## src/rtl/alu.sv

```systemverilog
// Registered signed ALU: add, subtract, multiply and absolute difference of two 6-bit operands.
// Optional macro ALU_MUL_SAT_EN saturates out-of-range products; otherwise they wrap to 8 bits.
module alu (
    input  logic       clk,
    input  logic       rst,
    output logic [7:0] out,
    output logic       ovf,
    input  logic [5:0] A,
    input  logic [5:0] B,
    input  logic [1:0] C
);

    logic signed [7:0]  a_ext;
    logic signed [7:0]  b_ext;
    logic signed [11:0] a_wide;
    logic signed [11:0] b_wide;
    logic signed [11:0] prod;
    logic signed [7:0]  sum;
    logic signed [7:0]  diff;
    logic signed [7:0]  abs_diff;
    logic               prod_high;
    logic               prod_low;

    logic [7:0] out_reg;
    logic [7:0] out_next;
    logic       ovf_reg;
    logic       ovf_next;

    assign a_ext  = {{2{A[5]}}, A};
    assign b_ext  = {{2{B[5]}}, B};
    assign a_wide = {{6{A[5]}}, A};
    assign b_wide = {{6{B[5]}}, B};

    // 8 bits hold every sum and difference of two 6-bit operands exactly.
    assign sum      = a_ext + b_ext;
    assign diff     = a_ext - b_ext;
    assign abs_diff = diff[7] ? -diff : diff;

    // 12 bits hold the full product, so the single-cycle multiply never loses precision.
    assign prod      = a_wide * b_wide;
    assign prod_high = prod > 12'sd127;
    assign prod_low  = prod < -12'sd128;

    always_comb begin
        out_next = 8'h00;
        ovf_next = 1'b0;
        case (C)
            2'b00: out_next = sum;
            2'b01: out_next = diff;
            2'b10: begin
                ovf_next = prod_high | prod_low;
`ifdef ALU_MUL_SAT_EN
                if (prod_high)
                    out_next = 8'h7F;
                else if (prod_low)
                    out_next = 8'h80;
                else
                    out_next = prod[7:0];
`else
                out_next = prod[7:0];
`endif
            end
            default: out_next = abs_diff;
        endcase
    end

    always_ff @(posedge clk) begin
        if (rst) begin
            out_reg <= 8'h00;
            ovf_reg <= 1'b0;
        end else begin
            out_reg <= out_next;
            ovf_reg <= ovf_next;
        end
    end

    assign out = out_reg;
    assign ovf = ovf_reg;

endmodule

```

## config.mk

```make
export PLATFORM = sky130hd
export DESIGN_NAME = alu
export DESIGN_NICKNAME = d
export VERILOG_FILES = /design/src/rtl/alu.sv
export SDC_FILE = /design/constraint.sdc
export NUM_CORES = 1
export LEC_CHECK = 0
export BUFFER_PORTS_ARGS = -buffer_cell sky130_fd_sc_hd__buf_4
export CORE_MARGIN = 8
export CORE_UTILIZATION = 40
export DETAILED_ROUTE_END_ITERATION = 8
export PLACE_DENSITY_LB_ADDON = 0.2
export SYNTH_ARGS = -nofsm -noshare
export SYNTH_HDL_FRONTEND = slang
export SYNTH_SLANG_ARGS = --single-unit
export TNS_END_PERCENT = 10
```

## constraint.sdc

```tcl
create_clock -name clk -period 9.59 [get_ports clk]
set_input_delay 2.877 -clock clk [delete_from_list [all_inputs] [get_ports clk]]
set_output_delay 2.877 -clock clk [all_outputs]
set_load 0.05 [all_outputs]
```

==> results of run 1 <==
## worst max path at each step
stage                     from  end  slack [ns]  depth (start not counted)
final                     A[0]  ovf        2.77                         16
after global routing      B[1]  ovf        2.38                         17
after CTS                 B[1]  ovf        2.73                         17
after detailed placement  B[1]  ovf        2.48                         17
after global placement    A[0]  ovf        2.58                         16
after floorplan           A[0]  ovf        2.89                         15
## cell type report
| class | instances | share of cell area [%] |
|---|---|---|
| Timing Repair Buffer | 24 | 6.642 |
| Sequential cell | 9 | 6.642 |
| Inverter | 40 | 5.535 |
| Multi-Input combinational cell | 233 | 76.06 |
| Tap cell | 75 | 3.459 |
| Clock buffer | 4 | 1.661 |
## per-layer routing
metal | GRT usage [%] | part of all wire (%)
met5 | 0 | 0
met4 | 3.038 | 1.2
met3 | 2.318 | 2.2
met2 | 25.67 | 52
met1 | 16.74 | 45
## synthesized netlist by cell type (2+ instances only)
master	count
sky130_fd_sc_hd__inv_1	40
sky130_fd_sc_hd__ha_1	35
sky130_fd_sc_hd__fa_1	28
sky130_fd_sc_hd__nor2_1	22
sky130_fd_sc_hd__nand2_1	19
sky130_fd_sc_hd__a21oi_1	16
sky130_fd_sc_hd__and2_1	13
sky130_fd_sc_hd__xnor2_1	11
sky130_fd_sc_hd__o21ai_0	10
sky130_fd_sc_hd__dfxtp_1	9
sky130_fd_sc_hd__nor2b_1	7
sky130_fd_sc_hd__a21o_1	6
sky130_fd_sc_hd__nand2b_1	6
sky130_fd_sc_hd__a211oi_1	5
sky130_fd_sc_hd__nor3_1	4
sky130_fd_sc_hd__a31oi_1	3
sky130_fd_sc_hd__buf_2	3
sky130_fd_sc_hd__clkbuf_1	3
sky130_fd_sc_hd__nand3_1	3
sky130_fd_sc_hd__o211ai_1	3
sky130_fd_sc_hd__o21a_1	3
sky130_fd_sc_hd__o21bai_1	3
sky130_fd_sc_hd__xor2_1	3
sky130_fd_sc_hd__a221oi_1	2
sky130_fd_sc_hd__mux2i_1	2
sky130_fd_sc_hd__nand3b_1	2
sky130_fd_sc_hd__o311ai_0	2
sky130_fd_sc_hd__o31a_1	2
sky130_fd_sc_hd__o31ai_1	2
sky130_fd_sc_hd__or3_1	2
## power groups by stage
stage / Clock, mW / Sequential (mW) / Combinational, mW
after floorplan: 0 / 0.0726 / 0.242
after global placement: 0 / 0.0471 / 0.340
after detailed placement: 0 / 0.0471 / 0.345
after CTS: 0.0460 / 0.0465 / 0.347
after global routing: 0.0484 / 0.0471 / 0.393
final: 0.0441 / 0.0464 / 0.341
## kinds of logic (layout without fill, tap and decap cells)
kind of cell             count (synthesis)  after routing  share of synthesized area, %
XOR/XNOR                                14             14                         5.059
flip-flops                               9              9                         7.434
AO/OA/AOI/OAI                           65             65                         18.33
AND/OR/NAND/NOR                         88             88                         19.26
buffers and inverters                   47             68                         7.434
adder cells (fa/ha/maj)                 63             63                         41.20
multiplexers                             3              3                         1.291
## critical path, stage by stage
cell                      delay (ns)
sky130_fd_sc_hd__buf_4          0.11
sky130_fd_sc_hd__inv_1          0.15
sky130_fd_sc_hd__nand2_1        0.10
sky130_fd_sc_hd__fa_1           0.53
sky130_fd_sc_hd__fa_1           0.55
sky130_fd_sc_hd__inv_1          0.05
sky130_fd_sc_hd__fa_1           0.49
sky130_fd_sc_hd__fa_1           0.54
sky130_fd_sc_hd__inv_1          0.07
sky130_fd_sc_hd__fa_1           0.43
sky130_fd_sc_hd__nor2b_1        0.20
sky130_fd_sc_hd__o31a_1         0.18
sky130_fd_sc_hd__or4b_1         0.12
sky130_fd_sc_hd__nand3_1        0.09
sky130_fd_sc_hd__o41ai_1        0.32
sky130_fd_sc_hd__mux2i_1        0.12
==> results.cfg, run 1 <==
[clocking]
cts_max_path_buffers = 2
cts_num_sinks = 9
cts_hold_buf = 0
cts_made_buffers = 3
setup_repair_bufs_after_cts = 0
cts.repair.resized = 0
tritoncts = yes
path_clk_slew_ns = 0.05
cts_htree_levels = 1
clk_root_buffer_cell = sky130_fd_sc_hd__clkbuf_8

[sta]
grt_setup_unrepaired = no
fin_worst_hold_slack_ns = 2.915
setup-violations-final = 0
timing.final.ws_setup_ns = 2.774
tightest_slew_ns = 0.4462
fin_crit_ns = 6.816
finalSetupTns_ns = 0
max_clock_freq_ghz = 0.1467
period_share_pct = 71.07
timing.slew.headroom_pct = 69.98
final-hold-violation-count = 0
maxSlewViolCount = 0

[job]
max_cap_viol_count = 0

[global_routing]
antenna_found_initial = 0
grt_overflow_total = 0
first_global_vias = 2135
globalRouteTotalUtil_pct = 14.09
grt_pass1_wl_um = 9894
grt_max_degree = 21

[cells_and_area]
final-instance-count-excl-fill = 385
largest_register_ff_count = 8
layout.cells.most_common = sky130_fd_sc_hd__inv_1
area_delta_synth_final_pct = 11.93
finalNetCount = 390
antenna-diode-count = 0
most-common-layout-cells = 40 x sky130_fd_sc_hd__inv_1, 35 x sky130_fd_sc_hd__ha_1, 28 x sky130_fd_sc_hd__fa_1
register_area_um2 = 180.2
multi_input_comb_area_mm2 = 0.002063
final_layout_size_suffix_gt1_share_pct = 11.29
post-route-cell-area_mm2 = 0.002713
fin_util_pct = 46.09
fillCellCount = 605

[drt]
drt_drc_violations_left = 0
drt_iter0_markers = 39
dr_total_vias = 2021
vias_per_cell = 5.249
detail_route.wl_per_cell_um = 14.86
first_pass_iters = 4
postRouteWirelength_um = 5722
ant_nets = 0

[yosys]
number_of_flops_mapped_to_enable_cells_by_yosys = 0
net_count_after_synthesis = 368
postSynthCellCount = 289
synth_area_mm2 = 0.002424
synth_area_leader_cell = sky130_fd_sc_hd__fa_1
yosys.area.top_type_share_pct = 23.13
postSynthRegisterBits = 9
synth_sequential_area_ratio_pct = 7.434
share_of_synthesized_flip_flops_with_an_asynchronous_set_or_reset_pct = 0
netlist-cell-type-count = 50
postSynthAreaPerCell_um2 = 8.386
ys_warn_count = 0
netlist_top_cells_area = sky130_fd_sc_hd__fa_1 23%, sky130_fd_sc_hd__ha_1 18%, sky130_fd_sc_hd__dfxtp_1 7.4%, sky130_fd_sc_hd__inv_1 6.2%, sky130_fd_sc_hd__xnor2_1 4.0%
postSynth.topFlopCell = sky130_fd_sc_hd__dfxtp_1

[placed_design]
gp_congestion = 0.8034
number_of_buffers_added_on_ports = 24
placed_cell_area_mm2 = 0.002668
dp.cells = 381
preCtsSetupSlack_ns = 2.480
dp_hpwl_um = 4940

[power]
leakage_nw = 1.300
switchingPower_mw = 0.2112
power.share.sequential_pct = 10.8
total_power_mw = 0.4311
power.density_cell_area_mw_per_mm2 = 158.9
peakVddDrop_v = 0.0001349
comb_power_share_pct = 79.0
power_report.internal_total_mw = 0.2200
power_frac_clock_pct = 10.2
power.switching_fraction_pct = 48.98

[worst_hold_path]
worst_hold_path.num_cells = 2
worst_hold_path_type = in2reg
hold_path_end = out[7]
worstHoldStart = rst

[floorplan]
initial_utilization_pct = 41.18
dieArea_mm2 = 0.008806
floorplan_row_count = 28
die_w_um = 93.84
core_box_area_mm2 = 0.005886
num_io_pins = 25
fp.dieH_um = 93.84

[worst_setup_path]
critical_path.endpoint_type = register
worstPathMaxFanout = 6
worst_ep_required_time_ns = 9.70
timing.critical_path.arrival_ns = 6.92
cp-start-kind = primary input
worstSetupPathType = in2reg

[outcome]
status = complete, no violations
No activity file was read; power rests on OpenSTA's default activity.
==> run 2, diff against run 1 <==
==> constraint.sdc (replaced) <==
create_clock -name clk -period 5.9 [get_ports clk]
set_input_delay 1.77 -clock clk [delete_from_list [all_inputs] [get_ports clk]]
set_output_delay 1.77 -clock clk [all_outputs]
set_load 0.05 [all_outputs]
==> results.cfg, run 2 (synthesized netlist as in run 1, its figures left out) <==
[drt]
vias_per_cell = 5.310
postRouteWirelength_um = 5774
ant_nets = 0
detail_route.wl_per_cell_um = 14.69
first_pass_iters = 4
drt_iter0_markers = 58
dr_total_vias = 2087
drt_drc_violations_left = 0

[power]
power.density_cell_area_mw_per_mm2 = 259.3
power.share.sequential_pct = 10.5
comb_power_share_pct = 79.5
leakage_nw = 1.339
switchingPower_mw = 0.3510
peakVddDrop_v = 0.0001808
power.switching_fraction_pct = 48.82
power_frac_clock_pct = 10.0
power_report.internal_total_mw = 0.3680

[placed_design]
number_of_buffers_added_on_ports = 24
gp_congestion = 0.8263
placed_cell_area_mm2 = 0.002728
dp.cells = 389
dp_hpwl_um = 4950

[worst_setup_path]
worstPathMaxFanout = 7
worst_path_dominant_cell_family = adder cells
worst_ep_required_time_ns = 6.07
worstPathCellList = buf_4, nand2_1, inv_1, fa_1, inv_1, fa_1, inv_1, fa_1, fa_1, ha_1, a211oi_1, o21bai_1, or3_1, a31oi_1, xnor2_1, mux2i_1
critical-path-top-cell-by-count = sky130_fd_sc_hd__fa_1
critical_path.endpoint_type = register
timing.critical_path.arrival_ns = 5.80
crit_path_top_delay_cell = sky130_fd_sc_hd__fa_1
cp-start-kind = primary input
crit_path_max_incr_delay_ns = 0.55
worstSetupPathType = in2reg
worst-path-buf-inv = 4

[worst_hold_path]
worst_hold_path_type = in2reg
worstHoldStart = rst
worst_hold_path.num_cells = 2
hold_path_end = out[7]

[sta]
fin_crit_ns = 5.634
tightest_slew_ns = 0.4294
fin_worst_hold_slack_ns = 1.803
maxSlewViolCount = 0
max_clock_freq_ghz = 0.1775
grt_setup_unrepaired = no
period_share_pct = 95.49
timing.slew.headroom_pct = 71.01
final-hold-violation-count = 0
setup-violations-final = 0
finalSetupTns_ns = 0

[clocking]
path_clk_slew_ns = 0.05
cts_num_sinks = 9
tritoncts = yes
cts_max_path_buffers = 2
setup_repair_bufs_after_cts = 0
cts_made_buffers = 3
clk_root_buffer_cell = sky130_fd_sc_hd__clkbuf_8
cts.repair.resized = 0
cts_hold_buf = 0
cts_htree_levels = 1

[cells_and_area]
fillCellCount = 599
largest_register_ff_count = 8
multi_input_comb_area_mm2 = 0.002063
final-instance-count-excl-fill = 393
final_layout_size_suffix_gt1_share_pct = 13.52
post-route-cell-area_mm2 = 0.002773
area_delta_synth_final_pct = 14.40
layout.cells.most_common = sky130_fd_sc_hd__inv_1
finalNetCount = 398
fin_util_pct = 47.11
register_area_um2 = 180.2
most-common-layout-cells = 40 x sky130_fd_sc_hd__inv_1, 35 x sky130_fd_sc_hd__ha_1, 32 x sky130_fd_sc_hd__buf_4
antenna-diode-count = 0

[floorplan]
num_io_pins = 25
core_box_area_mm2 = 0.005886
die_w_um = 93.84
fp.dieH_um = 93.84
initial_utilization_pct = 41.18
dieArea_mm2 = 0.008806
floorplan_row_count = 28

[global_routing]
grt_max_degree = 21
first_global_vias = 2174
antenna_found_initial = 0
globalRouteTotalUtil_pct = 14.00
grt_pass1_wl_um = 10010
grt_overflow_total = 0

[outcome]
status = complete, no violations

[job]
max_cap_viol_count = 0
-- run 2: worst max-delay path by stage --
stage / from / to / slack, ns / depth (start not counted)
6_report: B[0] / ovf / 0.27 / 16
5_1_grt: B[0] / ovf / 0.02 / 17
4_1_cts: B[0] / ovf / 0.26 / 16
3_5_place_dp: B[0] / ovf / 0.01 / 17
3_3_place_gp: B[0] / ovf / 0.06 / 16
2_1_floorplan: A[0] / ovf / 0.31 / 15
-- run 2: area by class of cell --
cell class,instances,share of cell area (%)
Multi-Input combinational cell,233,74.41
Timing Repair Buffer,32,8.664
Sequential cell,9,6.498
Inverter,40,5.415
Tap cell,75,3.384
Clock buffer,4,1.625
-- run 2: layer usage --
metal  wire length [um]  GRT usage, %
met3                173         2.478
met1               2595         16.87
met5                  0             0
met4                117         3.038
met2               2887         25.09
-- run 2: power by group through the flow --
stage          sequential, mW  combinational, mW  clock (mW)
5_1_grt                0.0764              0.651      0.0778
4_1_cts                0.0756              0.580      0.0734
2_1_floorplan           0.118              0.393           0
6_report               0.0754              0.572      0.0719
3_5_place_dp           0.0766              0.577           0
3_3_place_gp           0.0766              0.570           0
-- run 2: stage by stage --
step,worst slack (ns),total power [mW]
5_1_grt,0.02310,0.8047
6_report,0.2662,0.7190
3_3_place_gp,0.05837,0.6462
4_1_cts,0.2642,0.7286
3_5_place_dp,0.009558,0.6535
2_1_floorplan,0.3117,0.5107
==> run 3, diff against run 2 <==
--- a/config.mk
+++ b/config.mk
@@ -10,6 +10,8 @@
 export CORE_UTILIZATION = 40
 export DETAILED_ROUTE_END_ITERATION = 8
 export PLACE_DENSITY_LB_ADDON = 0.2
+export SETUP_SLACK_MARGIN = 0.2
+export SKIP_CTS_REPAIR_TIMING = 1
 export SYNTH_ARGS = -nofsm -noshare
 export SYNTH_HDL_FRONTEND = slang
 export SYNTH_SLANG_ARGS = --single-unit
==> constraint.sdc (replaced) <==
create_clock -name clk -period 5.5 [get_ports clk]
set_input_delay 1.65 -clock clk [delete_from_list [all_inputs] [get_ports clk]]
set_output_delay 1.65 -clock clk [all_outputs]
set_load 0.05 [all_outputs]
==> results.cfg, run 3 (synthesized netlist as in run 1, its figures left out) <==
[floorplan]
die_w_um = 93.84
num_io_pins = 25
floorplan_row_count = 28
core_box_area_mm2 = 0.005886
dieArea_mm2 = 0.008806
fp.dieH_um = 93.84
initial_utilization_pct = 41.18

[worst_setup_path]
worst_path_dominant_cell_family = adder cells
critical-path-top-cell-by-count = sky130_fd_sc_hd__fa_1
crit_path_max_incr_delay_ns = 0.53
worst_ep_required_time_ns = 5.66
worstSetupPathType = in2reg
critical_path.endpoint_type = register
worst-path-buf-inv = 3
crit_path_top_delay_cell = sky130_fd_sc_hd__fa_1
timing.critical_path.arrival_ns = 5.51
worstPathMaxFanout = 4
cp-start-kind = primary input
worstPathCellList = buf_4, and2_1, fa_1, inv_1, fa_1, inv_1, fa_1, fa_1, ha_1, a211oi_2, o21bai_1, or3_1, a31oi_1, xnor2_1, mux2i_1

[worst_hold_path]
worst_hold_path_type = in2reg

[clocking]
path_clk_slew_ns = 0.04
tritoncts = yes
clk_root_buffer_cell = sky130_fd_sc_hd__clkbuf_8
cts_max_path_buffers = 2
cts_made_buffers = 3
cts_num_sinks = 9
cts_htree_levels = 1

[sta]
setup-violations-final = 0
fin_worst_hold_slack_ns = 1.698
period_share_pct = 97.23
timing.slew.headroom_pct = 68.24
max_clock_freq_ghz = 0.1870
maxSlewViolCount = 0
fin_crit_ns = 5.348
finalSetupTns_ns = 0
timing.final.ws_setup_ns = 0.1522
final-hold-violation-count = 0
grt_setup_unrepaired = yes
tightest_slew_ns = 0.4724

[cells_and_area]
final-instance-count-excl-fill = 413
fillCellCount = 596
finalNetCount = 418
post-route-cell-area_mm2 = 0.002972
final_layout_size_suffix_gt1_share_pct = 22.49
most-common-layout-cells = 52 x sky130_fd_sc_hd__buf_4, 37 x sky130_fd_sc_hd__inv_1, 33 x sky130_fd_sc_hd__ha_1
antenna-diode-count = 0
layout.cells.most_common = sky130_fd_sc_hd__buf_4
largest_register_ff_count = 8
area_delta_synth_final_pct = 22.61

[drt]
dr_total_vias = 2125
highest_metal_layer_with_signal_wires = met4
first_pass_iters = 4
postRouteWirelength_um = 5898
route.met2.wl_um = 2547
ant_nets = 0
wl_met3_um = 255
drt_drc_violations_left = 0
vias_per_cell = 5.145
post_route_met1_wirelength_um = 2982
drt_iter0_markers = 48
detail_route.wl_per_cell_um = 14.28

[placed_design]
placed_cell_area_mm2 = 0.002898
number_of_buffers_added_on_ports = 24
dp.cells = 409
preCtsSetupSlack_ns = -0.1297
dp_hpwl_um = 5152
gp_congestion = 0.8421

[power]
leakage_nw = 1.440
power.density_cell_area_mw_per_mm2 = 289.9
peakVddDrop_v = 0.0001994

[global_routing]
antenna_found_initial = 0
grt_max_degree = 21
first_global_vias = 2227
grt_overflow_total = 0
globalRouteTotalUtil_pct = 13.84
grt_pass1_wl_um = 9977

[outcome]
status = complete, no violations

[job]
max_cap_viol_count = 0
==> run 3: power breakdown <==
| group | leakage, nW | internal (mW) | switching, mW |
|---|---|---|---|
| Combinational | 1.34 | 0.329 | 0.377 |
| Sequential | 0.0746 | 0.0781 | 0.00308 |
| Clock | 0.0228 | 0.0504 | 0.0250 |
==> run 3: final timing paths <==
path              from     end  slack, ns  depth (start not counted)
setup / recovery  A[3]     ovf       0.15                         15
hold / removal     rst  out[6]       1.70                          2
==> run 3: layer usage <==
metal / track usage, % / up-vias
met2: 21.82 / 44
met4: 4.888 / 0
li1: - / 1078
met3: 1.599 / 9
met5: 0 / -
met1: 18.93 / 994
==> run 3: per-stage QoR <==
stage | power (mW) | util [%]
after floorplan | 0.5600 | -
after global placement | 0.7549 | 49.23
after detailed placement | 0.7596 | 49.23
after CTS | 0.8401 | 50.00
after global routing | 0.9587 | 50.49
final | 0.8616 | 50.49
==> run 3: area by class of cell <==
| class | count | area (um^2) | area share, % |
|---|---|---|---|
| Clock buffer | 4 | 45.04 | 1.516 |
| Timing Repair Buffer | 52 | 390.4 | 13.14 |
| Tap cell | 75 | 93.84 | 3.158 |
| Sequential cell | 9 | 180.2 | 6.063 |
| Multi-Input combinational cell | 233 | 2112 | 71.07 |
| Inverter | 40 | 150.1 | 5.053 |
